==> config.mk <==
export PLATFORM = sky130hd
export DESIGN_NAME = sarray_drain
export DESIGN_NICKNAME = d
export VERILOG_FILES = /design/src/rtl/sarray_drain.sv
export SDC_FILE = /design/constraint.sdc
export NUM_CORES = 1
export LEC_CHECK = 0
export BUFFER_PORTS_ARGS = -buffer_cell sky130_fd_sc_hd__buf_2
export CORE_AREA = 2 2 172 241
export DETAILED_ROUTE_END_ITERATION = 10
export DIE_AREA = 0 0 174 243
export PLACE_DENSITY = 0.8
export SLEW_MARGIN = 10
export SYNTH_ARGS = -nofsm -noshare
export SYNTH_HDL_FRONTEND = slang
export SYNTH_SLANG_ARGS = --single-unit
==> constraint.sdc <==
create_clock -name clk -period 8.6 [get_ports clk]
set_clock_uncertainty 0.2 [all_clocks]
set_input_delay 1.72 -clock clk [delete_from_list [all_inputs] [get_ports clk]]
set_output_delay 1.72 -clock clk [all_outputs]
set_load 0.01 [all_outputs]
==> src/rtl/sarray_drain.sv <==
// Output-side reader for the systolic array: captures whole result columns into
// a ping-pong buffer and streams them out one word per handshake beat.
module sarray_drain #(
    parameter  int W   = 8,
    parameter  int DIM = 32,
    localparam int IW  = $clog2(DIM)
) (
    input  logic             clk,
    input  logic             rst,
    input  logic             start,
    input  logic             col_valid,
    input  logic [DIM*W-1:0] col_data,
    output logic             col_ready,
    output logic [W-1:0]     out_data,
    output logic             out_valid,
    input  logic             out_ready,
    output logic [IW-1:0]    out_row,
    output logic [IW-1:0]    out_col,
    output logic             busy,
    output logic             frame_done
);

    typedef enum logic {IDLE, RUN} state_t;

    state_t                          state_q;
    logic [1:0][DIM-1:0][W-1:0]      bank_q;
    logic [1:0]                      full_q;
    logic                            wr_bank_q;
    logic                            rd_bank_q;
    logic [IW-1:0]                   row_q;
    logic [IW-1:0]                   col_q;
    logic [IW:0]                     acc_q;
    logic                            done_q;

    logic cap, beat, col_end, frame_end;

    // A bank freed this cycle only shows up in full_q next cycle, so no same-cycle reuse.
    assign col_ready = (state_q == RUN) && !full_q[wr_bank_q] && (acc_q < (IW+1)'(DIM));
    assign cap       = col_valid && col_ready;
    assign out_valid = full_q[rd_bank_q];
    assign beat      = out_valid && out_ready;
    assign col_end   = beat && (row_q == IW'(DIM-1));
    assign frame_end = col_end && (col_q == IW'(DIM-1));

    // Gated so stale bank contents never leak out while nothing is valid.
    assign out_data   = out_valid ? bank_q[rd_bank_q][row_q] : '0;
    assign out_row    = row_q;
    assign out_col    = col_q;
    assign busy       = (state_q == RUN);
    assign frame_done = done_q;

    always_ff @(posedge clk) begin
        if (cap) bank_q[wr_bank_q] <= col_data;
    end

    always_ff @(posedge clk) begin
        if (rst) begin
            state_q   <= IDLE;
            full_q    <= '0;
            wr_bank_q <= 1'b0;
            rd_bank_q <= 1'b0;
            row_q     <= '0;
            col_q     <= '0;
            acc_q     <= '0;
            done_q    <= 1'b0;
        end else begin
            done_q <= 1'b0;
            case (state_q)
                IDLE: begin
                    if (start) begin
                        state_q   <= RUN;
                        full_q    <= '0;
                        wr_bank_q <= 1'b0;
                        rd_bank_q <= 1'b0;
                        row_q     <= '0;
                        col_q     <= '0;
                        acc_q     <= '0;
                    end
                end
                RUN: begin
                    // cap and col_end never target the same bank: col_ready needs wr bank empty.
                    if (cap) begin
                        full_q[wr_bank_q] <= 1'b1;
                        wr_bank_q         <= ~wr_bank_q;
                        acc_q             <= acc_q + (IW+1)'(1);
                    end
                    if (beat) begin
                        if (col_end) begin
                            row_q             <= '0;
                            full_q[rd_bank_q] <= 1'b0;
                            rd_bank_q         <= ~rd_bank_q;
                            if (frame_end) begin
                                col_q   <= '0;
                                state_q <= IDLE;
                                done_q  <= 1'b1;
                            end else begin
                                col_q <= col_q + IW'(1);
                            end
                        end else begin
                            row_q <= row_q + IW'(1);
                        end
                    end
                end
                default: state_q <= IDLE;
            endcase
        end
    end

endmodule
Yosys cells after proc, flatten, opt, wreduce, memory -nomap -nowiden:

Index checks and enable logic that the tools add are counted.

* bits in registers: 534
* bits of input ports: 261
* output and inout bits: 22
* word-level logic and storage cells: 154

* add/subtract/negate cells: 3
* $lt $le $gt $ge: 6
* equality and inequality tests: 6
* multiplexer cells: 46
* bitwise operators: 8
* reductions and logical operators: 13

Operators by type and width (count)
* 2-to-1 mux 256 bit: 3
* bitwise mux 512 bit: 1
* demux 256 bit (select 1 bit): 1
* binary-select mux 8 bit (select 5 bit): 1
* 2-to-1 mux 5 bit: 6
* case mux 5 bit (2 select lines): 2
* 2-to-1 mux 8 bit: 2
* 2-to-1 mux 1 bit: 15
* 2-to-1 mux 2 bit: 6
* 2-to-1 mux 6 bit: 2
* case mux 6 bit (2 select lines): 1
* adder 5 x 1 -> 5 bit, second input constant: 2
* equality test 5 bit, second input constant: 2
* logical AND 1 bit: 8
* adder 6 x 1 -> 6 bit, second input constant: 1
* < comparator 5 x 6 -> 1 bit, second input constant: 1
* < comparator 6 bit, second input constant: 1
* inequality test 2 x 1 -> 1 bit, second input constant: 3
* case mux 1 bit (2 select lines): 3
* inverter 1 bit: 5
* < comparator 1 x 2 -> 1 bit, second input constant: 2
* case mux 2 bit (2 select lines): 1
* AND reduction 2 bit: 2
* OR reduction 4 bit: 1
* 8 further kinds: 10

Longest topological paths before layout:

* depth in word-level cells: 13
* mapped depth: 10
* depth with buffers taken out: 7

Worst setup path before layout:

OpenSTA, ideal clock, no wires.

* kind: input to register
* start: in col_valid
* end: reg bank_q[256] (netlist bit) (enable)
* library setup time: 0.649 ns
* data arrival time: 8.039 ns
* required time: 7.751 ns
* path slack: -0.287 ns
* stages: 3
* buffers on the path: 0
* path through: inv_1 -> nor4_1 -> and2_1

* cells in the longest elaborated chain, start to end: 1

RTL lines
* from (decl): RTL line 11 `input logic col_valid,`
* logical AND 1 bit: RTL line 39 `assign cap = col_valid && col_ready;`
* to (signal, indexed assignment): RTL line 53 `if (cap) bank_q[wr_bank_q] <= col_data;`
* to (decl): RTL line 26 `logic [1:0][DIM-1:0][W-1:0] bank_q;`

No other way between the ends.
A chain may end at the register's enable or synchronous reset.

Worst setup path after layout:

* start: reg rd_bank_q
* end: out out_data[3]

* cells in the longest elaborated chain, start to end: 5
* elaborated cells on any way between the ends: 7
* classes of those cells: 7 x mux

RTL lines
* from (decl): RTL line 29 `logic rd_bank_q;`
* from (signal assigned): RTL line 91 `rd_bank_q <= ~rd_bank_q;`
* 2-to-1 mux 256 bit (not written as such) (2 in series): RTL line 46 `assign out_data = out_valid ? bank_q[rd_bank_q][row_q] : '0;`
* binary-select mux 8 bit (select 5 bit): RTL line 46
* 2-to-1 mux 8 bit (not written as such): RTL line 46
* 2-to-1 mux 8 bit (*): RTL line 46
* to (decl): RTL line 14 `output logic [W-1:0] out_data,`

Every way passes the cells marked *; elsewhere a longest branch is shown, timed or not. The select of a mux whose other input is x is not followed.

==> results.txt <==
CTS tree: yes
Vias in the first global route: 11310
CTS root buffer: clkbuf_16
Area share of the largest cell type after synthesis: 0.7439
Fillers: 2892
First drt pass iteration count: 5
Die Y: 243 um
Ys async rst share: 0
Sink Count: 534
Multi-input logic area: 0.004501 mm^2
CP Capture Type: output port
Final Hold Violating Endpoints: 0
RSZ-0062 raised after global routing: no
Iteration-0 DRC Markers: 1106
CP max-delay cell: dfxtp_4
Status: finished clean
Largest buffer count on any clock path: 3
Die W: 174 um
Register Area: 0.01583 mm^2
Final instance area: 0.02402 mm^2
Syn Std Cell Area: 0.02067 mm^2
Worst-path cell chain: buf_4, mux2_2, nand2b_1, or4_1, o21ai_1, buf_2
Hold Buf Count CTS: 0
Slowest stage delay, CP: 0.77 ns
Antenna violations before repair: 13
Row cnt: 87
Synth-to-Final Area Change: 16.22%
F_max: 0.1733 GHz
Worst Path Buf+Inv: 2
Met2 wire length: 25.24 mm
Max FO, Critical Path: 46
Initial Util: 0.5159
Final WL: 46.69 mm
Endpoints failing setup: 0
Synth Flop Type: edfxtp_1
Top post-synthesis cells by area: edfxtp_1 74%, mux4_2 12%, mux4_1 2.2%, dfxtp_1 2.1%, mux2_2 0.76%
Largest net degree at the start of global routing: 145
Worst Max-Slew Pin Slew: 1.055 ns
Ports: 283
Syn_nets: 1222
Final worst-path cycle share: 0.6708
Post CTS Setup Buffer Count: 0
Post-synth EDFFs: 512
Pins Over Slew Limit: 0
Sequential share of the synthesized area: 0.7652
Wl on met1: 16.23 mm
Uppermost layer routed: met5
Clock Latency Late Sink: 0.56 ns
Hpwl dp: 31.31 mm
Warnings, synthesis: 0
Core region area: 0.04006 mm^2
Syn Inst Count: 956
First-pass GRT wire length: 68.07 mm
CP Launch Type: flip-flop
Req. time, crit path: 6.68 ns
Yosys cell types: 51
Vias per inst: 5.832
Setup TNS: 0 ns
Final #Nets: 1519
Avg Cell Area, Syn: 21.62 um^2
Pleak: 8.019 nW
Congestion Overflow GR: 0
Total GRT Usage: 0.2202
MaxCap Viol Count: 0
Fraction of layout cells with a size suffix above 1: 0.3834
Final min period: 5.769 ns
DRC Markers: 0
Synthesis-stage register bit count: 534
DR vias: 10700
Hold Path Class: flip-flop to flip-flop
Worst setup path category: flip-flop to output port
Per-cell routed wire length: 25.46 um
Post_cts resized: 0
Worst VDD drop: 0.1629 mV
Routed Antenna Nets: 0
CTS buffer count: 48
Depth of the CTS H-tree: 2
Top cell type by total area after synthesis: edfxtp_1
Die area: 0.04228 mm^2
Slew HR: 0.2965
Buffers on Ports: 282
Met3 wire length: 3.607 mm
Placer congestion estimate: 0.7757
Top Family by Delay on Critical Path: simple AND/OR/NAND/NOR gates
DP Area: 0.02256 mm^2
Core Util, Final: 0.5996
Reg clk slew, reported paths: 0.06 ns
Pwr per Cell Area: 212.6 mW/mm^2
Arrival time at the worst endpoint: 3.85 ns
==> metrics by stage <==
step | hold slack [ns] | instances | power [mW] | setup WS [ns]
detailed placement | 0.2910 | 1737 | 3.188 | 3.350
CTS | 0.3003 | 1820 | 5.139 | 2.743
global route | 0.3153 | 1830 | 5.247 | 2.587
floorplan | 0.2440 | 956 | 3.083 | 0.5649
finish | 0.2953 | 1834 | 5.107 | 2.831
global placement | 0.2755 | 1737 | 3.176 | 3.363
==> cell usage after synthesis, drive strengths merged (7+ instances only) <==
cell and count:
nor2 28, inv 7, buf 34, a31oi 10
a211oi 13, o21ai 9, nand2 27, dfxtp 22
mux2i 10, and2 7, mux2 14, nand2b 8
nand3 11, mux4 129, o22ai 22, a21oi 14
edfxtp 512, clkbuf 13
==> cell type report <==
type | count | share of cell area
Multi-Input combinational cell | 367 | 0.1874
Clock buffer | 58 | 0.05245
Timing Repair Buffer | 294 | 0.06355
Clock inverter | 25 | 0.006928
Sequential cell | 534 | 0.6589
Antenna cell | 14 | 0.001458
Inverter | 8 | 0.001563
Tap cell | 534 | 0.02782
==> flip-flops by register name, indices dropped and copies added (netlist names) <==
| signal | cells |
|---|---|
| wr_bank_q | 1 |
| rd_bank_q | 1 |
| full_q | 2 |
| frame_done | 1 |
| out_row | 5 |
| acc_q | 6 |
| busy | 1 |
| bank_q | 512 |
| out_col | 5 |
==> logic make-up after synthesis <==
kind of cell    share of synthesized area
compound gates                    0.02876
xor+xnor                         0.001272
fa+ha+maj                        0.003027
buf+inv                           0.01713
flops                              0.7652
mux                                0.1561
simple gates                      0.02846
==> cell usage in the layout, fill, tap and decap left out, types with 8 or more instances in the layout <==
cell,n
nand3_1,11
nand2b_1,8
buf_4,10
mux2_2,14
a21oi_1,14
edfxtp_1,512
clkbuf_1,9
clkbuf_16,49
o22ai_1,22
nand2_1,27
buf_2,282
dfxtp_1,19
clkinv_1,13
nor2_1,28
clkinv_2,9
mux2i_1,10
diode_2,14
mux4_1,17
mux4_2,112
o21ai_0,8
a31oi_1,10
a211oi_1,13
==> per-layer routing <==
layer | up-vias | track usage
met5 | - | 0
met4 | 4 | 0.09293
met3 | 98 | 0.04026
met2 | 482 | 0.3888
met1 | 5456 | 0.2665
li1 | 4655 | -
==> power by group <==
part           switching, mW  total [mW]  internal, mW
clock                  0.880        1.98          1.10
sequential            0.0171        2.94          2.92
combinational          0.106       0.191        0.0847
total                   1.00        5.11          4.10
==> worst min-delay path, delay by kind of cell, from the launching register on <==
kind | cells | cell delay [ns]
DFF | 1 | 0.33
and+or+nand+nor | 1 | 0.06
AOI/OAI and AO/OA | 1 | 0.06
==> final timing paths <==
kind	end	slack, ns	depth (start not counted)	from
min	wr_bank_q	0.30	2	wr_bank_q
min reg2reg	wr_bank_q	0.30	2	wr_bank_q
max	out_data[3]	2.83	6	rd_bank_q
max reg2reg	out_col[2]	4.83	7	out_row[0]
(Power assumes the default switching activity.)
